## src/rtl/freq_lock_detect.sv

```systemverilog
// Frequency lock detector: counts rising edges of a divided feedback clock over a
// fixed window of system clocks and reports measurement, fast/slow flags and lock.
module freq_lock_detect #(
  parameter int WINDOW    = 256,
  parameter int CNT_W     = 9,
  parameter int LOCK_WINS = 4
) (
  input  logic             i_clk,
  input  logic             i_reset,
  input  logic             i_en,
  input  logic             i_fb_clk,
  input  logic [CNT_W-1:0] i_exp_count,
  input  logic [CNT_W-1:0] i_tol,
  output logic [CNT_W-1:0] o_meas_count,
  output logic             o_meas_valid,
  output logic             o_too_fast,
  output logic             o_too_slow,
  output logic             o_lock
);

  localparam int WIN_W  = (WINDOW > 1) ? $clog2(WINDOW) : 1;
  localparam int GOOD_W = $clog2(LOCK_WINS + 1);
  localparam logic [WIN_W-1:0]  WIN_LAST    = WIN_W'(WINDOW - 1);
  localparam logic [GOOD_W-1:0] GOOD_TARGET = GOOD_W'(LOCK_WINS);

  typedef enum logic [1:0] {
    ST_IDLE,
    ST_ACQUIRE,
    ST_LOCKED
  } state_t;

  state_t              r_state;
  state_t              w_state_next;
  logic                r_s1;
  logic                r_s2;
  logic                r_s3;
  logic [WIN_W-1:0]    r_win_cnt;
  logic [CNT_W-1:0]    r_edge_cnt;
  logic [GOOD_W-1:0]   r_good_cnt;
  logic [GOOD_W-1:0]   w_good_next;
  logic [GOOD_W-1:0]   w_good_inc;
  logic [CNT_W-1:0]    r_meas_count;
  logic                r_meas_valid;
  logic                r_too_fast;
  logic                r_too_slow;
  logic                r_lock;
  logic                w_edge;
  logic                w_active;
  logic                w_win_end;
  logic [CNT_W:0]      w_sum;
  logic [CNT_W-1:0]    w_total;
  logic [CNT_W:0]      w_low;
  logic [CNT_W:0]      w_high;
  logic                w_fast;
  logic                w_slow;
  logic                w_in_range;

  // fb_clk is asynchronous, so it is only ever used after the s1/s2 stages settle it.
  always_ff @(posedge i_clk) begin
    if (i_reset) begin
      r_s1 <= 1'b0;
      r_s2 <= 1'b0;
      r_s3 <= 1'b0;
    end else begin
      r_s1 <= i_fb_clk;
      r_s2 <= r_s1;
      r_s3 <= r_s2;
    end
  end

  assign w_edge     = r_s2 & ~r_s3;
  assign w_active   = i_en && (r_state != ST_IDLE);
  assign w_win_end  = w_active && (r_win_cnt == WIN_LAST);
  assign w_sum      = {1'b0, r_edge_cnt} + {{CNT_W{1'b0}}, w_edge};
  assign w_total    = w_sum[CNT_W] ? {CNT_W{1'b1}} : w_sum[CNT_W-1:0];

  // Bounds live in CNT_W+1 bits so exp+tol cannot wrap; the low bound clamps at zero.
  assign w_low      = (i_exp_count >= i_tol) ? {1'b0, i_exp_count - i_tol} : '0;
  assign w_high     = {1'b0, i_exp_count} + {1'b0, i_tol};
  assign w_fast     = {1'b0, w_total} > w_high;
  assign w_slow     = {1'b0, w_total} < w_low;
  assign w_in_range = !w_fast && !w_slow;
  assign w_good_inc = r_good_cnt + 1'b1;

  always_comb begin
    w_state_next = r_state;
    w_good_next  = r_good_cnt;
    case (r_state)
      ST_IDLE: begin
        w_good_next = '0;
        if (i_en) w_state_next = ST_ACQUIRE;
      end
      ST_ACQUIRE: begin
        if (w_win_end) begin
          if (w_in_range) begin
            w_good_next = w_good_inc;
            if (w_good_inc == GOOD_TARGET) w_state_next = ST_LOCKED;
          end else begin
            w_good_next = '0;
          end
        end
      end
      ST_LOCKED: begin
        if (w_win_end && !w_in_range) begin
          w_state_next = ST_ACQUIRE;
          w_good_next  = '0;
        end
      end
      default: begin
        w_state_next = ST_IDLE;
        w_good_next  = '0;
      end
    endcase
    if (!i_en) begin
      w_state_next = ST_IDLE;
      w_good_next  = '0;
    end
  end

  // Dropping en clears everything on that same edge, so lock falls one edge after en=0.
  always_ff @(posedge i_clk) begin
    if (i_reset) begin
      r_state      <= ST_IDLE;
      r_good_cnt   <= '0;
      r_lock       <= 1'b0;
      r_win_cnt    <= '0;
      r_edge_cnt   <= '0;
      r_meas_count <= '0;
      r_meas_valid <= 1'b0;
      r_too_fast   <= 1'b0;
      r_too_slow   <= 1'b0;
    end else begin
      r_state    <= w_state_next;
      r_good_cnt <= w_good_next;
      r_lock     <= (w_state_next == ST_LOCKED);
      if (!w_active) begin
        r_win_cnt    <= '0;
        r_edge_cnt   <= '0;
        r_meas_valid <= 1'b0;
        r_too_fast   <= 1'b0;
        r_too_slow   <= 1'b0;
      end else if (w_win_end) begin
        r_win_cnt    <= '0;
        r_edge_cnt   <= '0;
        r_meas_count <= w_total;
        r_meas_valid <= 1'b1;
        r_too_fast   <= w_fast;
        r_too_slow   <= w_slow;
      end else begin
        r_win_cnt    <= r_win_cnt + 1'b1;
        r_edge_cnt   <= w_total;
        r_meas_valid <= 1'b0;
      end
    end
  end

  assign o_meas_count = r_meas_count;
  assign o_meas_valid = r_meas_valid;
  assign o_too_fast   = r_too_fast;
  assign o_too_slow   = r_too_slow;
  assign o_lock       = r_lock;

endmodule

```

## config.mk

```make
export PLATFORM = sky130hd
export DESIGN_NAME = freq_lock_detect
export DESIGN_NICKNAME = d
export VERILOG_FILES = /design/src/rtl/freq_lock_detect.sv
export SDC_FILE = /design/constraint.sdc
export NUM_CORES = 1
export LEC_CHECK = 0
export ABC_AREA = 0
export CAP_MARGIN = 0
export CORE_MARGIN = 3
export CORE_UTILIZATION = 37
export DETAILED_ROUTE_END_ITERATION = 16
export HOLD_SLACK_MARGIN = 0.1
export MAX_ROUTING_LAYER = met4
export SLEW_MARGIN = 25
export SYNTH_ARGS = -nofsm -noshare
export SYNTH_HDL_FRONTEND = slang
export SYNTH_SLANG_ARGS = --single-unit
```

## constraint.sdc

```tcl
create_clock -name i_clk -period 8.4 [get_ports i_clk]
set_input_delay 1.68 -clock i_clk [delete_from_list [all_inputs] [get_ports i_clk]]
set_output_delay 1.68 -clock i_clk [all_outputs]
set_load 0.005 [all_outputs]
```

==> results of run 1 <==
[per-stage QoR]
step	power [mW]	worst slack, ns	hold slack, ns	area [sq um]
global placement	0.295	3.08	0.444	3250
finish	0.447	3.34	0.453	3360
detailed placement	0.296	3.04	0.429	3250
CTS	0.450	3.33	0.460	3360
global route	0.471	3.07	0.471	3360
floorplan	0.268	3.78	0.414	2850
[placed cells by master (no fill, tap or decap), types with 6 or more instances in the layout]
cell,netlist,routed
nand2b_1,9,9
a21oi_1,29,29
o21bai_1,6,6
clkdlybuf4s50_1,0,34
inv_1,27,27
ha_1,40,40
nor2_1,45,45
dfxtp_1,38,38
nor2b_1,9,9
nand2_1,24,24
xor2_1,8,8
xnor2_1,16,16
a211oi_1,7,7
nand3_1,11,11
[per-layer routing]
metal	track usage	vias to the layer above
li1	-	1247
met1	0.180	1082
met2	0.237	59
met3	0.0264	11
met4	0.0542	0
met5	-	-
[worst max-delay path, cell delays in order]
cell	delay [ns]
clkdlybuf4s50_1	0.48
inv_1	0.05
ha_1	0.22
fa_1	0.40
o21bai_1	0.16
a21oi_1	0.12
o21bai_1	0.16
a21oi_1	0.10
xnor2_1	0.16
nand2_1	0.07
ha_1	0.29
and4_1	0.22
and2_4	0.15
a221o_1	0.32
a31oi_4	0.20
a21oi_2	0.10
nand2b_4	0.16
a221oi_2	0.24
[worst paths after layout]
path	start	slack (ns)	endpoint	depth (start not counted)
max reg2reg	r_s2	4.96	r_state[0]	15
min	r_s1	0.45	r_s2	1
min reg2reg	r_s1	0.45	r_s2	1
max	i_exp_count[0]	3.34	r_state[0]	18
[flip-flops by register name, indices dropped and copies added, names as in the netlist]
name / count
r_s1: 1
r_edge_cnt: 9
r_s2: 1
r_s3: 1
r_win_cnt: 8
o_meas_count: 9
o_lock: 1
r_good_cnt: 3
o_too_fast: 1
o_meas_valid: 1
o_too_slow: 1
r_state: 2
[power by group]
part / total [mW] / switching [mW] / internal, mW
Sequential: 0.182 / 0.00104 / 0.181
Clock: 0.155 / 0.0665 / 0.0886
Combinational: 0.110 / 0.0570 / 0.0529
[layout make-up]
class	instances	area (sq um)
multi-input combinational	269	1910
clock buffer	6	72.6
clock inverter	2	37.5
fill	748	4010
inverter	28	105
timing repair buffer	35	348
tap	99	124
sequential	38	761
[cell families after synthesis]
logic type                 share of synthesized area
and+or+nand+nor                                0.222
AOI/OAI and AO/OA                              0.181
adders and majority gates                      0.190
buffers and inverters                         0.0624
DFF                                            0.267
xor gates and xnor gates                      0.0738
muxes                                        0.00352
==> out/qor.csv, run 1 <==
metric;value;unit
Pins Over Slew Limit;0;
Syn-to-layout area delta;18.1;%
Max VDD drop;0.0000632;V
max-cap viol count;0;
Max Clk Rate;197;MHz
Detail Placement HPWL;4700;um
1st-iter DRT viols;97;
Fin. Hold Viols;0;
first-pass GRT wire length;10100;um
ys flop type;dfxtp_1;
Distinct cells, synth;54;
final core utilization;0.456;
post-cts resize count;0;
die area;0.00879;sq mm
Pleak;1.43;nW
Mapped Nets;410;
Data arrival, critical path;5.27;ns
Power per Cell Area;133;mW/mm^2
relative slew slack;0.630;
vias in the first global route;2336;
drc violations;0;
DR pass1 iterations;4;
H-tree depth;2;
Yosys top cell by area;dfxtp_1;
hold crit path type;reg2reg;
Vias/cell;5.03;
Yosys warnings;0;
core area;0.00737;sq mm
Highest Signal Layer;met4;
gr ovfl total;0;
Worst Path Required;8.61;ns
final WL;5860;um
FF+latch count, synth;38;
CP Capture Type;flop;
DRT met1 WL;2840;um
Critical Path Fanout Max;6;
chip width;93.7;um
Final GP Congestion;0.860;
Port Buf Inserts;34;
met2 wire len;2660;um
# Post-CTS Setup Buffers;0;
die height;93.7;um
vias;2399;
Root Buffer;clkbuf_8;
cell with the most instances after synthesis;nor2_1;
gr usage total;0.146;
cts bufs inserted;5;
Hold-fix buffers, CTS;0;
Mapped Area;0.00285;sq mm
# placed instances;469;
FP Rows;31;
most frequent cells after synthesis;45 x nor2_1, 40 x ha_1, 38 x dfxtp_1;
CTS tree;built;
Starting Density;0.386;
Worst Setup Start Kind;input pin;
FFs w/ async S/R, synth;0;
RSZ-0062 raised after global routing;false;
met3 routed WL;235;um
Tightest Pin Transition;0.553;ns
CTS sink count;38;
Synth Instances;346;
clk buf depth;2;
nets;441;
share of layout cells above drive strength 1;0.0582;
worst skew pair latency;0.29;ns
final setup fails;0;
Synth top area share;0.267;
IO Count;35;
Diodes inserted;0;
ranking of synthesized cells by area;dfxtp_1 27%, ha_1 18%, nor2_1 5.9%;
status;finished clean;
Post-synth EDFFs;0;
largest net degree at the start of global routing;21;
Reg clk slew, reported paths;0.08;ns
Final Skew;0.00340;ns
Antenna Nets Post-Route;0;
syn_area_per_cell;8.23;sq um
period utilization;0.603;
worst setup path category;in2reg;
setup_tns;0;ns
register area share after synthesis;0.267;
initial antenna violation count;0;
wire length per cell;12.3;um
final std cells w/o fill;477;
min cycle time layout;5.06;ns
Note: power is estimated with default switching activity, not from simulation.
==> run 2: changes to the inputs <==
==> constraint.sdc (replaced) <==
create_clock -name i_clk -period 4.6 [get_ports i_clk]
set_input_delay 0.92 -clock i_clk [delete_from_list [all_inputs] [get_ports i_clk]]
set_output_delay 0.92 -clock i_clk [all_outputs]
set_load 0.005 [all_outputs]
==> out/qor.csv, run 2 (same netlist as run 1, synthesis figures left out) <==
metric;value;unit;change
status;finished clean;;
Critical Path Fanout Max;6;;unchanged
Reg clk slew, reported paths;0.07;ns;about the same
min cycle time layout;4.29;ns;
Power per Cell Area;240;mW/mm^2;+80%
FP Rows;31;;unchanged
most common cell after layout, fill and taps aside;nor2_1;;
Vias/cell;4.90;;-2.6%
RSZ-0062 raised after global routing;false;;
post-placement cell area;0.00331;sq mm;+1.8%
most frequent cells in the layout;45 x nor2_1, 40 x ha_1, 38 x dfxtp_1;;
internal power;0.598;mW;+85%
# placed instances;477;;+1.7%
combinational fraction of design power;0.258;;+0.012
Switch Pwr;0.224;mW;+80%
core area;0.00737;sq mm;unchanged
WP buf/inv;2;;unchanged
Final GP Congestion;0.826;;-3.9%
worst setup path category;in2reg;;
H-tree depth;2;;unchanged
1st-iter DRT viols;116;;+20%
Pleak;1.46;nW;+2.6%
largest net degree at the start of global routing;21;;unchanged
Critical R2R Launch;r_s2;;
Worst Setup SP;i_exp_count[0];;
nets;449;;+1.8%
Worst Setup Start Kind;input pin;;
vias;2375;;-1.0%
die area;0.00879;sq mm;unchanged
CP max stage delay;0.49;ns;about the same
Reg power frac;0.405;;-0.002
Antenna Nets Post-Route;0;;unchanged
CTS tree;built;;
max-cap viol count;0;;unchanged
met3 Usage GRT;0.0240;;-0.00240
share of layout cells above drive strength 1;0.0829;;+0.0247
WHS;0.455;ns;+0.00237 ns
DR pass1 iterations;4;;unchanged
setup_tns;0;ns;unchanged
Pins Over Slew Limit;0;;unchanged
final std cells w/o fill;485;;+1.7%
Net Sw Frac;0.272;;-0.00623
Starting Density;0.386;;unchanged
vias in the first global route;2269;;-2.9%
IO Count;35;;unchanged
CP max stage cell;clkdlybuf4s50_1;;
R2R Path End;r_state[0];;
WP depth;18;;unchanged
critical path's top delay family;compound AO/OA/AOI/OAI gates;;
cts bufs inserted;5;;unchanged
Worst Path Required;4.81;ns;-3.80 ns
Tightest Pin Transition;0.530;ns;-0.0229 ns
Max VDD drop;0.000112;V;+77%
clk buf depth;2;;unchanged
initial antenna violation count;0;;unchanged
Syn-to-layout area delta;20.4;%;
hold crit path type;reg2reg;;
Pwr Total;0.822;mW;+84%
chip width;93.7;um;unchanged
Top Usage Layer GRT;met2;;
met1 Track Usage GR;0.189;;+0.00871
first-pass GRT wire length;10200;um;+0.34%
period utilization;0.932;;
Diodes inserted;0;;unchanged
Fin. Hold Viols;0;;unchanged
# Post-CTS Setup Buffers;0;;unchanged
relative slew slack;0.644;;+0.0137
Root Buffer;clkbuf_8;;
crit path to;r_state[0];;
ordered list of cells on the worst path;clkdlybuf4s50_1 > inv_1 > ha_1 > fa_2 > o21bai_1 > a21oi_2 > o21bai_1 > a21oi_1 > xnor2_1 > nand2_1 > ha_1 > and4_1 > and2_4 > a221o_1 > a31oi_4 > a21oi_2 > nand2b_4 > a221oi_2;;
Port Buf Inserts;34;;unchanged
gr ovfl total;0;;unchanged
Data arrival, critical path;4.49;ns;-0.78 ns
Design Area, Final;0.00343;sq mm;+2.0%
gr usage total;0.146;;+0.000341
worst skew pair latency;0.28;ns;about the same
final WL;5840;um;-0.43%
final setup fails;0;;unchanged
setup ws final;0.314;ns;-3.02 ns
Detail Placement HPWL;4800;um;+2.0%
pre-CTS setup slack;-0.00236;ns;-3.04 ns
CTS sink count;38;;unchanged
clock share of power;0.338;;-0.009
wire length per cell;12.0;um;-2.1%
FF-to-FF path depth;15;;unchanged
filler instances;747;;-0.13%
die height;93.7;um;unchanged
Final Skew;0.00524;ns;+0.00184 ns
GRT met2 Usage;0.240;;+0.00296
drc violations;0;;unchanged
final core utilization;0.465;;+0.00900
Max Clk Rate;233;MHz;
R2R Setup Slk;1.23;ns;-3.73 ns
CP Capture Type;flop;;
## run 2: cell types whose count changed in the layout (fill, tap and decap cells not counted), sizes merged
| cell | before | now |
|---|---|---|
| buf | 1 | 9 |
## run 2: per-layer routing
| metal | wire length [um] | vias up |
|---|---|---|
| met1 | 2860 | 1067 |
| met4 | 61 | 0 |
| li1 | - | 1266 |
| met2 | 2720 | 36 |
| met3 | 197 | 6 |
| met5 | 0 | - |
## run 2: power groups by stage
stage	registers (mW)	clock network, mW	logic (mW)
after global placement	0.341	0	0.210
final	0.333	0.278	0.212
after global routing	0.333	0.303	0.239
after detailed placement	0.341	0	0.211
after floorplan	0.340	0	0.149
after CTS	0.333	0.285	0.212
## run 2: worst min-delay path by stage
stage          endpoint  cells after the start  from  slack [ns]
2_1_floorplan      r_s2                      1  r_s1        0.41
3_3_place_gp       r_s3                      1  r_s2        0.45
3_5_place_dp       r_s2                      1  r_s1        0.44
4_1_cts            r_s2                      1  r_s1        0.46
5_1_grt            r_s3                      1  r_s2        0.48
6_report           r_s2                      1  r_s1        0.46
## run 2: cell type report
| cell class | count | area, sq um | area share |
|---|---|---|---|
| clock buffer | 6 | 72.6 | 0.0212 |
| tap | 99 | 124 | 0.0361 |
| sequential | 38 | 761 | 0.222 |
| timing repair buffer | 43 | 408 | 0.119 |
| inverter | 28 | 105 | 0.0307 |
| clock inverter | 2 | 37.5 | 0.0109 |
| multi-input combinational | 269 | 1920 | 0.560 |
## run 2: repair_timing
| item | in CTS | in global routing |
|---|---|---|
| gates resized for setup | 0 | 2 |
| hold buffers | 0 | 0 |
| endpoints found under the setup margin | 0 | 2 |
## run 2: worst register-to-register path, stage by stage (launching register included)
cell      delay [ns]
dfxtp_1         0.33
nor2b_1         0.14
ha_1            0.21
ha_1            0.25
nand3_1         0.12
nand2_1         0.07
nor3b_1         0.33
inv_1           0.13
ha_1            0.35
and4_4          0.20
and2_4          0.16
a221o_1         0.32
a31oi_4         0.18
a21oi_2         0.09
nand2b_4        0.16
a221oi_2        0.24
